[config.mk]
export PLATFORM = sky130hd
export DESIGN_NAME = run_ctrl_monitor
export DESIGN_NICKNAME = d
export VERILOG_FILES = /design/src/rtl/run_ctrl_monitor.sv
export SDC_FILE = /design/constraint.sdc
export NUM_CORES = 1
export LEC_CHECK = 0
export CAP_MARGIN = 25
export CORE_ASPECT_RATIO = 1.4
export CORE_MARGIN = 5
export CORE_UTILIZATION = 29
export CTS_BUF_LIST = sky130_fd_sc_hd__clkbuf_8 sky130_fd_sc_hd__clkbuf_16
export DETAILED_ROUTE_END_ITERATION = 16
export PLACE_DENSITY_LB_ADDON = 0.3
export SETUP_SLACK_MARGIN = 0.15
export SLEW_MARGIN = 0
export SYNTH_ARGS = -nofsm -noshare
export SYNTH_HDL_FRONTEND = slang
export SYNTH_SLANG_ARGS = --single-unit
[constraint.sdc]
create_clock -name clk -period 4 [get_ports clk]
set_input_delay 1.2 -clock clk [delete_from_list [all_inputs] [get_ports clk]]
set_output_delay 1.2 -clock clk [all_outputs]
set_load 0.02 [all_outputs]
[src/rtl/run_ctrl_monitor.sv]
// Run-control unit: detects halt (or watchdog expiry), drains the pipe, freezes the core,
// then streams X0..X(NREGS-1) out over a valid/ready port.
module run_ctrl_monitor #(
    parameter int                 INSTR_W      = 32,
    parameter int                 DATA_W       = 64,
    parameter int                 NREGS        = 20,
    parameter int                 REG_AW       = 5,
    parameter int                 DRAIN_CYCLES = 8,
    parameter int                 MAX_CYCLES   = 5000,
    parameter int                 CYC_W        = 32,
    parameter logic [INSTR_W-1:0] HALT_MASK    = 32'hFFFF_FFFF,
    parameter logic [INSTR_W-1:0] HALT_MATCH   = 32'h1400_0000
) (
    input  logic               clk,
    input  logic               reset,
    input  logic               instr_valid,
    input  logic [INSTR_W-1:0] instr,
    input  logic               flush,
    input  logic               sw_halt,
    input  logic               clear,
    output logic [REG_AW-1:0]  rf_raddr,
    input  logic [DATA_W-1:0]  rf_rdata,
    output logic               cpu_freeze,
    output logic               dump_valid,
    input  logic               dump_ready,
    output logic [REG_AW-1:0]  dump_idx,
    output logic [DATA_W-1:0]  dump_data,
    output logic               dump_last,
    output logic               halted,
    output logic               timeout,
    output logic               done,
    output logic [CYC_W-1:0]   cycle_count
);

    typedef enum logic [2:0] {
        S_IDLE,
        S_RUN,
        S_DRAIN,
        S_DUMP_RD,
        S_DUMP_TX,
        S_DONE
    } state_t;

    localparam int                DRAIN_W    = (DRAIN_CYCLES > 1) ? $clog2(DRAIN_CYCLES) : 1;
    localparam logic [DRAIN_W-1:0] DRAIN_LAST = DRAIN_W'(DRAIN_CYCLES - 1);
    localparam logic [CYC_W-1:0]   MAX_LAST   = CYC_W'(MAX_CYCLES - 1);
    localparam logic [REG_AW-1:0]  LAST_IDX   = REG_AW'(NREGS - 1);

    state_t             state, state_nx;
    logic [DRAIN_W-1:0] drain_cnt;
    logic [REG_AW-1:0]  idx;
    logic               halt_hit;
    logic               at_limit;
    logic               last_beat;
    logic               counting;

    // A halt sitting in a squashed fetch slot never architecturally executes.
    assign halt_hit  = sw_halt | (instr_valid & ~flush & ((instr & HALT_MASK) == HALT_MATCH));
    assign at_limit  = (cycle_count == MAX_LAST);
    assign last_beat = (idx == LAST_IDX);
    assign counting  = (state == S_RUN) || (state == S_DRAIN);
    assign rf_raddr  = idx;
    assign dump_last = dump_valid & (dump_idx == LAST_IDX);

    always_ff @(posedge clk or negedge reset) begin
        if (!reset) state <= S_IDLE;
        else        state <= state_nx;
    end

    always_comb begin
        state_nx   = state;
        cpu_freeze = 1'b0;
        dump_valid = 1'b0;
        case (state)
            S_IDLE: begin
                if (instr_valid) state_nx = S_RUN;
            end
            S_RUN: begin
                // Halt takes priority over a watchdog expiring in the same cycle.
                if (halt_hit)      state_nx = (DRAIN_CYCLES == 0) ? S_DUMP_RD : S_DRAIN;
                else if (at_limit) state_nx = S_DUMP_RD;
            end
            S_DRAIN: begin
                if (drain_cnt == DRAIN_LAST) state_nx = S_DUMP_RD;
            end
            S_DUMP_RD: begin
                cpu_freeze = 1'b1;
                state_nx   = S_DUMP_TX;
            end
            S_DUMP_TX: begin
                cpu_freeze = 1'b1;
                dump_valid = 1'b1;
                if (dump_ready) state_nx = last_beat ? S_DONE : S_DUMP_RD;
            end
            S_DONE: begin
                cpu_freeze = 1'b1;
                if (clear) state_nx = S_IDLE;
            end
            default: state_nx = S_IDLE;
        endcase
    end

    always_ff @(posedge clk or negedge reset) begin
        if (!reset) begin
            cycle_count <= '0;
            drain_cnt   <= '0;
            idx         <= '0;
            dump_idx    <= '0;
            dump_data   <= '0;
            halted      <= 1'b0;
            timeout     <= 1'b0;
            done        <= 1'b0;
        end else begin
            if (counting && (cycle_count != {CYC_W{1'b1}}))
                cycle_count <= cycle_count + CYC_W'(1);

            if (state == S_DRAIN) drain_cnt <= drain_cnt + DRAIN_W'(1);
            else                  drain_cnt <= '0;

            if (state == S_RUN) begin
                if (halt_hit)      halted  <= 1'b1;
                else if (at_limit) timeout <= 1'b1;
            end

            // Capture is one cycle after the address is presented, so the beat
            // registers stay put for the whole DUMP_TX backpressure window.
            if (state == S_DUMP_RD) begin
                dump_data <= rf_rdata;
                dump_idx  <= idx;
            end

            if ((state == S_DUMP_TX) && dump_ready) begin
                if (last_beat) done <= 1'b1;
                else           idx  <= idx + REG_AW'(1);
            end

            if ((state == S_DONE) && clear) begin
                cycle_count <= '0;
                idx         <= '0;
                halted      <= 1'b0;
                timeout     <= 1'b0;
                done        <= 1'b0;
            end
        end
    end

endmodule
==> results of run 1 <==
## worst paths after layout
| path | startpoint | end | slack (ns) | cells after the start |
|---|---|---|---|---|
| max in group asynchronous | reset | dump_data[33] | 2.39 | 2 |
| setup reg to reg | cycle_count[0] | cycle_count[15] | 1.45 | 7 |
| hold / removal | drain_cnt[0] | drain_cnt[0] | 0.43 | 1 |
| setup / recovery | state[2] | dump_valid | 0.44 | 3 |
| hold reg to reg | drain_cnt[0] | drain_cnt[0] | 0.43 | 1 |
| min in group asynchronous | reset | cycle_count[15] | 0.81 | 1 |
## power by group through the flow
stage / Sequential [mW] / Combinational, mW / Clock, mW
2_1_floorplan: 2.70 / 1.11 / 0
3_3_place_gp: 2.18 / 3.10 / 0
3_5_place_dp: 2.22 / 3.15 / 0
4_1_cts: 2.21 / 3.16 / 1.66
5_1_grt: 2.29 / 3.32 / 1.72
6_report: 2.20 / 3.10 / 1.62
## flip-flops by register name, summed over array words and instances (netlist names)
| signal | flops |
|---|---|
| cycle_count | 32 |
| done | 1 |
| drain_cnt | 3 |
| dump_data | 64 |
| dump_idx | 5 |
| halted | 1 |
| rf_raddr | 5 |
| state | 3 |
| timeout | 1 |
## per-stage QoR
step	std cells	utilization [%]	worst slack (ns)
after floorplan	451	-	1.21
after global placement	887	42.6	0.720
after detailed placement	887	42.6	0.668
after CTS	918	46.1	0.378
after global routing	918	46.1	0.292
final	918	46.1	0.435
## cells by family (layout without fill, tap and decap cells)
group                    count (synthesis)  in the layout  share of synthesized area [%]
AND/OR/NAND/NOR                        158            158                           17.3
flip-flops                             115            115                           53.8
multiplexers                            72             72                           15.1
AO/OA/AOI/OAI                           68             68                           8.82
buffers and inverters                   28            255                           2.88
XOR/XNOR                                 6              6                           1.12
adder cells (fa/ha/maj)                  4              4                          0.935
## per-layer routing
layer | up-vias | GRT usage [%]
li1 | 2142 | -
met1 | 2266 | 16.9
met2 | 182 | 27.6
met3 | 23 | 6.46
met4 | 0 | 5.44
met5 | - | 0
## area by class of cell
class	count	area share (%)
flip-flops and latches	115	34.5
clock inverters	14	2.48
inverters	6	0.270
clock buffers	17	5.11
repair buffers	218	26.2
multi-input cells	308	27.8
well taps	240	3.60
## cell usage in the layout (no fill, tap or decap), drive strengths merged, types with 3 or more instances in the layout
master,count
dfrtp,115
mux2,71
ha,4
nand3,20
nor2,24
and2,3
xor2,4
nand4,17
nor3,3
nand2,27
o21ai,11
o211ai,11
o31ai,15
clkbuf,17
nor4,13
buf,5
nor3b,3
or4,15
a21oi,19
nor4b,5
clkdlybuf4s50,213
or3,11
inv,8
and3,6
bufinv,4
clkinv,7
==> impl_metrics.py, run 1 <==
metrics = {
    "status": {
        "status": "finished, final reports clean",
    },
    "power_and_ir_drop": {
        "power.density_nw_per_um2": 831,
        "p_sw_share_pct": 37.4,
        "fin_total_pwr_mw": 6.93,
        "cellLeakagePower_nw": 3.33,
        "p_int_mw": 4.34,
        "switchingPower_mw": 2.59,
        "peakVddDrop_mv": 0.447,
        "power_frac_seq_pct": 31.8,
        "power_frac_clock_pct": 23.3,
        "power_frac_comb_pct": 44.8,
    },
    "grt": {
        "grt_antenna_before_repair": 0,
        "grt_overflow": 0,
        "grt_max_degree": 71,
        "grt_pass1_vias": 5012,
        "grt_pass1_wl_um": 26500,
        "grt.total_usage_pct": 15.6,
    },
    "synth": {
        "syn_avg_cell_area_um2": 11.9,
        "synth_nets": 558,
        "synth_area_um2": 5350,
        "synth_top_cell_area_share_pct": 53.8,
        "synth_seq_cells": 115,
        "ys_top_cells_by_count": "dfrtp_1, mux2_2, nand2_1",
        "synthDistinctLibCells": 55,
        "synth_edf_count": 0,
        "synthCells": 451,
        "synth.most_common_cell": "dfrtp_1",
        "synth_ff_type": "dfrtp_1",
        "seq_area_frac_synth_pct": 53.8,
        "synth_largest_area_cell": "dfrtp_1",
        "yosys_warnings": 0,
        "synth.area.top_cells": "dfrtp_1, mux2_2, o31ai_1, nand4_1, nand2_1",
        "synthArstFlopShare_pct": 100,
    },
    "placement": {
        "io_buffers": 214,
        "dpl.hpwl_um": 12700,
        "gp_congestion": 0.902,
        "placed_cell_area_um2": 7700,
    },
    "drt": {
        "vias": 4613,
        "drc": 0,
        "vias_per_cell": 5.03,
        "wl_met1_um": 6080,
        "ant_nets": 0,
        "drt_iter0_drc": 295,
        "met2_length_um": 8930,
        "totalWireLength_um": 16800,
        "met3WireLength_um": 1450,
        "first_pass_iters": 4,
        "wl_per_cell_um": 18.3,
        "top_layer": "met4",
    },
    "clock_tree": {
        "clk_pin_slew_worst_paths_ns": 0.06,
        "cts_tree": "built",
        "cts_root_buffer": "clkbuf_16",
        "clock_path_buffers": 2,
        "ctsHoldBuffers": 0,
        "cts.repair.resized": 0,
        "cts_max_level": 4,
        "numCtsBuffers": 17,
        "clk_latency_ns": 0.41,
        "cts_num_sinks": 115,
        "cts_setup_buffers": 0,
    },
    "layout": {
        "post_route_cells_drive_above_1_share_pct": 18.9,
        "stdcell_area_um2": 8330,
        "layout.nets": 773,
        "ff_latch_area_um2": 2880,
        "multi_input_area_um2": 2320,
        "fillers": 1679,
        "antenna_cells": 0,
        "area_delta_synth_final_pct": 55.8,
    },
    "timing": {
        "hold_viol_final": 0,
        "worst_pin_slew_ns": 0.898,
        "min_period_over_period_pct": 89.1,
        "final.setup.tns_ns": 0,
        "setup_viol": 0,
        "relSlewSlack_pct": 40.1,
        "holdWs_ns": 0.434,
        "fin_crit_ns": 3.56,
        "fin_skew_ns": 0.00643,
        "fmax_mhz": 281,
        "grt_setup_unrepaired": "false",
        "final_max_slew_viol_count": 0,
    },
    "floorplan": {
        "core_um2": 18100,
        "initial_core_util_pct": 29.6,
        "die_w_um": 125,
        "die_area_um2": 21300,
        "io_pins": 215,
        "row_count": 58,
        "die_y_um": 171,
    },
    "worst_setup_path": {
        "cp_max_fo": 13,
        "cp_num_buf_inv": 2,
        "cpMaxStageDelayCell": "clkdlybuf4s50_1",
        "cpLargestDelayFamily": "buffers and inverters",
        "crit_path_end_kind": "output pin",
        "required_ns": 2.80,
        "path_cells": "or3b_2 -> inv_1 -> clkdlybuf4s50_1",
        "arrival_ns": 2.36,
        "cpPeakStageDelay_ns": 0.65,
        "start_kind": "flip-flop",
        "path_class": "reg -> out",
    },
    "flow_run": {
        "max_cap_viol_count": 0,
    },
    "worst_hold_path": {
        "hold_path.class": "reg -> reg",
    },
}
No activity file was read; power rests on OpenSTA's default activity.
==> run 2, diff against run 1 <==
--- a/config.mk
+++ b/config.mk
@@ -17,3 +17,4 @@
 export SYNTH_ARGS = -nofsm -noshare
 export SYNTH_HDL_FRONTEND = slang
 export SYNTH_SLANG_ARGS = --single-unit
+export TNS_END_PERCENT = 10
==> results of run 2 <==
Final layout, timing and power as in run 1 (identical DEF).
==> run 3, diff against run 2 <==
--- a/config.mk
+++ b/config.mk
@@ -12,7 +12,6 @@
 export CTS_BUF_LIST = sky130_fd_sc_hd__clkbuf_8 sky130_fd_sc_hd__clkbuf_16
 export DETAILED_ROUTE_END_ITERATION = 16
 export PLACE_DENSITY_LB_ADDON = 0.3
-export SETUP_SLACK_MARGIN = 0.15
 export SLEW_MARGIN = 0
 export SYNTH_ARGS = -nofsm -noshare
 export SYNTH_HDL_FRONTEND = slang
==> constraint.sdc (replaced) <==
create_clock -name clk -period 3.6 [get_ports clk]
set_input_delay 1.08 -clock clk [delete_from_list [all_inputs] [get_ports clk]]
set_output_delay 1.08 -clock clk [all_outputs]
set_load 0.02 [all_outputs]
==> run 3 against run 2 <==
  * Combinational power is 11% higher
  * Sequential share of layout area grew 0.24 points
  * Clock skew is 0.0048 ns higher
  * Critical path type unchanged
  * Highest routed layer unchanged
==> impl_metrics.py, run 3 (same netlist as run 1, synthesis figures left out) <==
metrics = {
    "status": {
        "status": "finished, final reports clean",
    },
    "clock_tree": {
        "cts_num_sinks": 115,
        "numCtsBuffers": 17,
        "ctsHoldBuffers": 0,
        "cts_max_level": 4,
        "clock_path_buffers": 2,
        "cts_root_buffer": "clkbuf_16",
        "cts.repair.resized": 0,
        "clk_latency_ns": 0.41,
        "cts_tree": "built",
        "cts_setup_buffers": 0,
        "clk_pin_slew_worst_paths_ns": 0.05,
    },
    "grt": {
        "grt.total_usage_pct": 15.3,
        "grt_pass1_vias": 4844,
        "grt_antenna_before_repair": 0,
        "grt_pass1_wl_um": 25800,
        "grt_max_degree": 116,
        "grt_overflow": 0,
    },
    "drt": {
        "drc": 0,
        "ant_nets": 0,
        "drt_iter0_drc": 278,
        "vias": 4624,
        "vias_per_cell": 5.02,
        "first_pass_iters": 4,
        "wl_per_cell_um": 18.1,
        "totalWireLength_um": 16600,
    },
    "layout": {
        "mostFrequentLayoutCells": "clkdlybuf4s50_1, dfrtp_1, mux2_2",
        "area_delta_synth_final_pct": 54.7,
        "final_cells": 921,
        "regMostFlops": "dump_data",
        "reg_top3": "dump_data x64, cycle_count x32",
        "post_route_cells_drive_above_1_share_pct": 19.0,
        "fillers": 1692,
        "layout.nets": 774,
        "stdcell_area_um2": 8280,
        "fin_util_pct": 45.8,
        "largest_reg_flops": 64,
        "final_common_cell": "clkdlybuf4s50_1",
    },
    "floorplan": {
        "die_y_um": 171,
        "row_count": 58,
        "die_w_um": 125,
        "core_um2": 18100,
        "io_pins": 215,
        "die_area_um2": 21300,
        "initial_core_util_pct": 29.6,
    },
    "timing": {
        "min_period_over_period_pct": 96.0,
        "worst_pin_slew_ns": 0.929,
        "fmax_mhz": 289,
        "grt_setup_unrepaired": "false",
        "hold_viol_final": 0,
        "setup_viol": 0,
        "final.setup.tns_ns": 0,
        "final_max_slew_viol_count": 0,
        "relSlewSlack_pct": 38.1,
        "fin_ws_ns": 0.143,
        "fin_skew_ns": 0.0112,
        "fin_crit_ns": 3.46,
    },
    "power_and_ir_drop": {
        "switchingPower_mw": 2.84,
        "power_frac_comb_pct": 46.2,
        "power.density_nw_per_um2": 904,
        "p_sw_share_pct": 38.0,
        "peakVddDrop_mv": 0.491,
        "p_int_mw": 4.64,
        "power_frac_clock_pct": 21.2,
        "power_frac_seq_pct": 32.6,
        "cellLeakagePower_nw": 3.30,
    },
    "worst_setup_path": {
        "crit_path_end_kind": "output pin",
        "reg2reg_depth": 7,
        "arrival_ns": 2.38,
        "start_kind": "flip-flop",
        "path_class": "reg -> out",
        "required_ns": 2.52,
        "cp_max_fo": 13,
    },
    "flow_run": {
        "max_cap_viol_count": 0,
    },
    "placement": {
        "gp_congestion": 0.899,
        "dpl.hpwl_um": 12500,
        "dpl_worst_slack_ns": 0.381,
        "placed_cell_area_um2": 7710,
        "io_buffers": 214,
        "dpl.cell_count": 888,
    },
    "worst_hold_path": {
        "hold_depth": 1,
        "hold_path.class": "reg -> reg",
    },
}
## run 3: changes by cell type in the layout (fill, tap and decap cells not counted)
cell        change
diode_2         +1
clkinv_2        +3
inv_1           +1
buf_4           +1
clkinvlp_4      +5
bufinv_16       -3
clkinv_4        -6
inv_6           -1
clkbuf_8        +2
## run 3: final cells by class
| type | instances | area (um^2) | area share (%) |
|---|---|---|---|
| Sequential cell | 115 | 2880 | 34.8 |
| Inverter | 6 | 22.5 | 0.272 |
| Tap cell | 240 | 300 | 3.63 |
| Timing Repair Buffer | 219 | 2190 | 26.5 |
| Clock inverter | 13 | 111 | 1.35 |
| Clock buffer | 19 | 453 | 5.47 |
| Multi-Input combinational cell | 308 | 2320 | 28.0 |
| Antenna cell | 1 | 2.50 | 0.0302 |
## run 3: per-stage QoR
stage | hold WS (ns) | power [mW]
global route | 0.449 | 7.92
finish | 0.433 | 7.48
floorplan | 0.407 | 4.24
CTS | 0.437 | 7.60
global placement | 0.420 | 5.87
detailed placement | 0.432 | 5.96
## run 3: routing by layer
| metal | global-route usage [%] | vias up | wire (um) |
|---|---|---|---|
| met5 | 0 | - | 0 |
| met4 | 4.58 | 0 | 176 |
| met3 | 6.62 | 14 | 1540 |
| met2 | 27.4 | 179 | 8880 |
| met1 | 16.3 | 2290 | 6050 |
| li1 | - | 2141 | - |
## run 3: worst max-delay path, cell delays in order, from the launching register on
cell,delay [ns]
dfrtp_1,0.62
or3b_2,0.56
inv_1,0.15
clkdlybuf4s50_1,0.64
## run 3: path summary, 6_finish.rpt
| check | from | endpoint | slack, ns |
|---|---|---|---|
| max in group asynchronous | reset | dump_data[43] | 2.38 |
| worst max-delay path | state[2] | dump_valid | 0.14 |
| min in group asynchronous | reset | cycle_count[25] | 0.76 |
| worst min-delay path | drain_cnt[0] | drain_cnt[0] | 0.43 |
| worst min register to register | drain_cnt[0] | drain_cnt[0] | 0.43 |
| worst max register to register | cycle_count[0] | cycle_count[17] | 1.07 |
## run 3: power groups by stage
stage                     Combinational (mW)  Sequential (mW)  Clock [mW]
after CTS                               3.52             2.44        1.64
after floorplan                         1.23             3.00           0
final                                   3.45             2.44        1.59
after global placement                  3.45             2.42           0
after global routing                    3.68             2.54        1.70
after detailed placement                3.50             2.46           0
